===== src/rtl/handshake_rx_responder.sv =====
// handshake_rx_responder
//
// Receive-side endpoint of a 4-phase req/ack CDC handshake, living in the
// rd_clk domain. The writer's request level is passed through a synchroniser
// chain. The writer's data bus is held quasi-static while the request is high,
// so it is captured directly and is never synchronised. Each captured word is
// offered downstream on a valid/ready interface. The ack level goes back to
// the writer and is always driven straight from a flop.
//
// Build option (macro HS_RX_SKID_EN):
//   undefined : the ack is raised only after downstream has accepted the word
//               (IDLE -> HOLD -> ACKD).
//   defined   : rd_data/rd_valid act as an independent output register. The
//               ack is raised on the same edge as the capture (IDLE -> ACKD).
//               rd_proto_err is tied low.
//
// Parameters
//   DATA_WIDTH   width of wr_data / rd_data
//   SYNC_STAGES  flops in the wr_req synchroniser (>= 2)
//
// Ports
//   rd_clk        in   receive-domain clock, all state on posedge
//   rd_reset      in   asynchronous active-low reset
//   wr_req        in   request level from the writer domain (asynchronous)
//   wr_data       in   writer data, stable while wr_req is high
//   rd_ack        out  ack level back to the writer domain
//   rd_data       out  captured word
//   rd_valid      out  rd_data holds an unconsumed word
//   rd_ready      in   downstream accepts the word when rd_valid && rd_ready
//   rd_busy       out  FSM not idle
//   rd_proto_err  out  sticky: wr_req withdrawn before the ack was given
module handshake_rx_responder #(
    parameter int unsigned DATA_WIDTH  = 12,
    parameter int unsigned SYNC_STAGES = 2
) (
    input  logic                  rd_clk,
    input  logic                  rd_reset,
    input  logic                  wr_req,
    input  logic [DATA_WIDTH-1:0] wr_data,
    output logic                  rd_ack,
    output logic [DATA_WIDTH-1:0] rd_data,
    output logic                  rd_valid,
    input  logic                  rd_ready,
    output logic                  rd_busy,
    output logic                  rd_proto_err
);

    typedef enum logic [1:0] {
        StIdle,
        StHold,
        StAckd
    } state_e;

    state_e                  state_q, state_d;
    logic [SYNC_STAGES-1:0]  sync_q;
    logic [DATA_WIDTH-1:0]   data_q, data_d;
    logic                    valid_q, valid_d;
    logic                    ack_q, ack_d;
    logic                    err_q, err_d;
    logic                    req_s;

    // Request synchroniser; only the last stage is used by the FSM.
    always_ff @(posedge rd_clk or negedge rd_reset) begin
        if (!rd_reset) begin
            sync_q <= '0;
        end else begin
            sync_q <= {sync_q[SYNC_STAGES-2:0], wr_req};
        end
    end

    assign req_s = sync_q[SYNC_STAGES-1];

    always_ff @(posedge rd_clk or negedge rd_reset) begin
        if (!rd_reset) begin
            state_q <= StIdle;
            data_q  <= '0;
            valid_q <= 1'b0;
            ack_q   <= 1'b0;
            err_q   <= 1'b0;
        end else begin
            state_q <= state_d;
            data_q  <= data_d;
            valid_q <= valid_d;
            ack_q   <= ack_d;
            err_q   <= err_d;
        end
    end

`ifdef HS_RX_SKID_EN
    always_comb begin
        state_d = state_q;
        data_d  = data_q;
        valid_d = valid_q;
        ack_d   = ack_q;
        err_d   = 1'b0;

        // The output register drains independently of the handshake FSM.
        if (valid_q && rd_ready) begin
            valid_d = 1'b0;
        end

        unique case (state_q)
            StIdle: begin
                // Capture only when the output slot is free or being freed.
                // Otherwise wr_data is left unsampled and the writer waits.
                if (req_s && (!valid_q || rd_ready)) begin
                    data_d  = wr_data;
                    valid_d = 1'b1;
                    ack_d   = 1'b1;
                    state_d = StAckd;
                end
            end
            StAckd: begin
                if (!req_s) begin
                    ack_d   = 1'b0;
                    state_d = StIdle;
                end
            end
            default: begin
                state_d = StIdle;
            end
        endcase
    end
`else
    always_comb begin
        state_d = state_q;
        data_d  = data_q;
        valid_d = valid_q;
        ack_d   = ack_q;
        err_d   = err_q;

        unique case (state_q)
            StIdle: begin
                if (req_s) begin
                    data_d  = wr_data;
                    valid_d = 1'b1;
                    state_d = StHold;
                end
            end
            StHold: begin
                // A withdrawn request is flagged, but the word already
                // captured is still delivered and acknowledged.
                if (!req_s) begin
                    err_d = 1'b1;
                end
                if (valid_q && rd_ready) begin
                    valid_d = 1'b0;
                    ack_d   = 1'b1;
                    state_d = StAckd;
                end
            end
            StAckd: begin
                // A request still high here is the one already acknowledged.
                if (!req_s) begin
                    ack_d   = 1'b0;
                    state_d = StIdle;
                end
            end
            default: begin
                state_d = StIdle;
            end
        endcase
    end
`endif

    assign rd_ack       = ack_q;
    assign rd_data      = data_q;
    assign rd_valid     = valid_q;
    assign rd_busy      = (state_q != StIdle);
    assign rd_proto_err = err_q;

endmodule

===== config.mk =====
export PLATFORM = sky130hd
export DESIGN_NAME = handshake_rx_responder
export DESIGN_NICKNAME = d
export VERILOG_FILES = /design/src/rtl/handshake_rx_responder.sv
export SDC_FILE = /design/constraint.sdc
export NUM_CORES = 1
export LEC_CHECK = 0
export ABC_AREA = 1
export CORE_MARGIN = 5
export CORE_UTILIZATION = 30
export CTS_CLUSTER_DIAMETER = 80
export DETAILED_ROUTE_END_ITERATION = 10
export PLACE_DENSITY = 0.62
export SLEW_MARGIN = 30
export SYNTH_ARGS = -nofsm -noshare
export SYNTH_HDL_FRONTEND = slang
export SYNTH_SLANG_ARGS = --single-unit

===== constraint.sdc =====
create_clock -name rd_clk -period 3.3 [get_ports rd_clk]
set_clock_uncertainty 0.15 [all_clocks]
set_input_delay 0.66 -clock rd_clk [delete_from_list [all_inputs] [get_ports rd_clk]]
set_output_delay 0.66 -clock rd_clk [all_outputs]
set_load 0.03 [all_outputs]

==> implementation parameters <==
Parameter                              Value

Outcome
  Status ... complete, no violations

Die
  Ports ... 32
  Die boundary width ... roughly 60 microns
  Std-Cell Rows ... 18
  Area of the placeable core ... ~0.0024 sq mm
  Die Outline Area ... 0.00360 sq mm
  Effective utilization at floorplan ... 30.9%
  Die boundary height ... about 60 microns

Critical path
  Gate family responsible for the most delay along the worst path ... buffers and inverters
  Library cell contributing the largest single delay on the critical path ... sky130_fd_sc_hd__clkdlybuf4s50_1
  Worst path arrival time ... 1.68 ns
  Delay of the slowest cell on the worst path ... 0.59 ns
  Critical path type ... register to primary output
  Slack of the worst reg-to-reg path ... 1.98 ns
  Critical Path, Cell by Cell ... nor2_4 > inv_1 > clkdlybuf4s50_1
  Critical path endpoint category ... primary output
  Required time worst endpoint ... 2.49 ns
  Crit path launch type ... register
  Number of buffers and inverters on the critical path ... 2
  Maximum fanout count along the critical path ... 14

CTS
  Number of post-CTS setup repair buffers ... 0
  Clock transition at path regs ... 0.10 ns
  Clock buffer depth ... 2
  Clock tree from TritonCTS ... done
  Clock latency of the later-clocked register in the worst-skew pair ... 0.29 ns
  Post-CTS Resized ... 0
  Clock buffer count from CTS ... 3
  Clock root buffer master ... sky130_fd_sc_hd__clkbuf_4
  H-tree depth ... 1
  Cts-stage hold buffer count ... 0
  Number of clock sinks ... 19

Logic synthesis
  Count of state elements after synthesis ... 19
  Total of warnings raised by yosys ... 0
  Total nets after synthesis ... 93
  Cell type contributing the most total cell area after synthesis ... sky130_fd_sc_hd__dfrtp_1
  Synthesized area divided by synthesized cell count ... 9.75 sq um
  Commonest cells post-synth ... sky130_fd_sc_hd__nand2_1, sky130_fd_sc_hd__dfrtp_1, sky130_fd_sc_hd__nand3_1
  Synth Cell Area ... 751 sq um
  Fraction of registers with async set or reset after synthesis ... 100%
  Synth area leaders ... sky130_fd_sc_hd__dfrtp_1, sky130_fd_sc_hd__nand2_1, sky130_fd_sc_hd__nand3_1
  Post-synth EDFFs ... 0
  Count of distinct cell types in the synthesized netlist ... 13
  Dominant cell by count in the synthesized netlist ... sky130_fd_sc_hd__nand2_1
  Cells after synthesis ... 77
  Yosys top cell area share ... 63.3%
  Fraction of the yosys area taken by sequential cells ... between 60% and 70%
  Predominant post-synthesis flop cell ... sky130_fd_sc_hd__dfrtp_1

GRT
  Number of antenna violations at the first check in global routing ... 0
  Maximum number of pins on one net before global-route repair ... 20
  First-pass GRT wire length ... 2840 microns
  Number of global-route vias before repair ... 639
  Met2 Resource Use GR ... 14.8%
  Tot GR Track Use ... 10.6%
  GRT busiest layer ... met2
  Overflow after GRT ... 0
  Met1 GRT Util ... 14.5%
  Met3 usage in global routing ... 3.24%

Finish
  Net count, final ... 126
  Fraction of final layout cells with drive strength greater than 1 ... 6.42%
  Area growth from synthesis to layout ... 45.2%
  Fill cell count ... 247
  Final non-filler cell total ... 139
  ANT cells ... 0

STA
  Final hold violation count ... 0
  Smallest hold slack ... 0.135 ns
  Final critical-path setup slack ... approximately 0.8 ns
  Minimum clock period ... 2.49 ns
  Transition time of the tightest slew-check pin ... 0.527 ns
  Setup violators final ... 0
  Setup repair after global routing missed its margin ... no
  Number of pins exceeding their max-slew limit in the final report ... 0
  Final critical-path share of the clock period ... ~75%
  Max frequency ... between 0.4 and 0.5 GHz
  Final TNS setup ... 0 ns
  Relative slew margins ... 64.9%

Place
  DP Wirelength ... 1190 microns
  Number of port buffers ... 31
  Post-Place Setup Slack ... between 1 and 1.5 ns
  Final weighted congestion of routability-driven global placement ... 0.700
  Cells after DPL ... around 140

Drt
  Initial detailed-routing violation count ... 18
  Residual DRC count ... 0
  Number of optimization iterations in the first detailed-route pass ... 5
  Drt total wl ... 1590 microns
  Via-to-Cell Ratio ... 4.45
  Number of nets with antenna violations after routing ... 0
  Vias ... 619
  Wire per inst ... 11.4 microns

Run
  Maxcap violations ... 0

Pwr
  Pwr Total ... 1060 uW
  Worst vdd rail ir drop ... 0.430 mV
  Power density over cell area ... 976 mW/mm^2
  Static leakage ... 0.000533 uW

Min path
  Class of the tightest hold or removal check ... input port to async pin
worst reg2reg max path, delay by kind of cell (launching register included):
family,cells,cell delay (ns)
AND/OR/NAND/NOR,4,0.63
flip-flops,1,0.44
cell families (layout without fill, tap and decap cells):
| group | Yosys count | count (layout) | share of synthesized area (%) |
|---|---|---|---|
| flops | 19 | 19 | 63.3 |
| compound gates | 3 | 3 | 2.33 |
| buf+inv | 8 | 40 | 6.50 |
| simple gates | 47 | 47 | 27.8 |
cell usage in the layout, fill, tap and decap left out, types with 3 or more instances in the layout:
cell	n
sky130_fd_sc_hd__clkbuf_4	3
sky130_fd_sc_hd__clkdlybuf4s50_1	30
sky130_fd_sc_hd__dfrtp_1	19
sky130_fd_sc_hd__inv_1	5
sky130_fd_sc_hd__nand2_1	31
sky130_fd_sc_hd__nand3_1	12
final timing paths:
kind | from | depth (start not counted) | end
max | state_q[1]$_DFFE_PN0P_ | 3 | rd_busy
min | rd_reset | 1 | rd_ack$_DFFE_PN0P_
max reg2reg | state_q[1]$_DFFE_PN0P_ | 4 | rd_data[7]$_DFFE_PN0P_
min reg2reg | sync_q[0]$_DFF_PN0_ | 0 | sync_q[1]$_DFF_PN0_
max in group asynchronous | rd_reset | 1 | rd_data[6]$_DFFE_PN0P_
min in group rd_clk | sync_q[0]$_DFF_PN0_ | 0 | sync_q[1]$_DFF_PN0_
metal layers:
layer  share of wire, %  up-vias
met5                  0        -
li1                   -      303
met4               0.63        0
met3                9.7        2
met2                 48       19
met1                 42      295
power breakdown:
group,leakage [uW],switching [uW],internal (uW)
logic,0.000292,338,223
registers,0.000226,61.4,327
clock network,0.0000150,67.4,46.9
metrics by stage:
stage          utilization [%]  area [sq um]
2_1_floorplan                -           751
3_3_place_gp              43.9          1070
3_5_place_dp              43.9          1070
4_1_cts                   45.0          1090
5_1_grt                   44.8          1090
6_report                  44.8          1090
final cells by class:
class	instances	area [sq um]	share of cell area, %
clock buffer	4	26.3	2.41
inverter	5	18.8	1.72
tap	30	37.5	3.44
multi-input combinational	50	226	20.8
timing repair buffer	31	305	28.0
sequential	19	475	43.6
registers in the layout, indices dropped and copies added, names as in the netlist:
name          flops
rd_data          12
state_q           2
sync_q            2
rd_ack            1
rd_proto_err      1
rd_valid          1
Power figures use the tool's default switching activity.
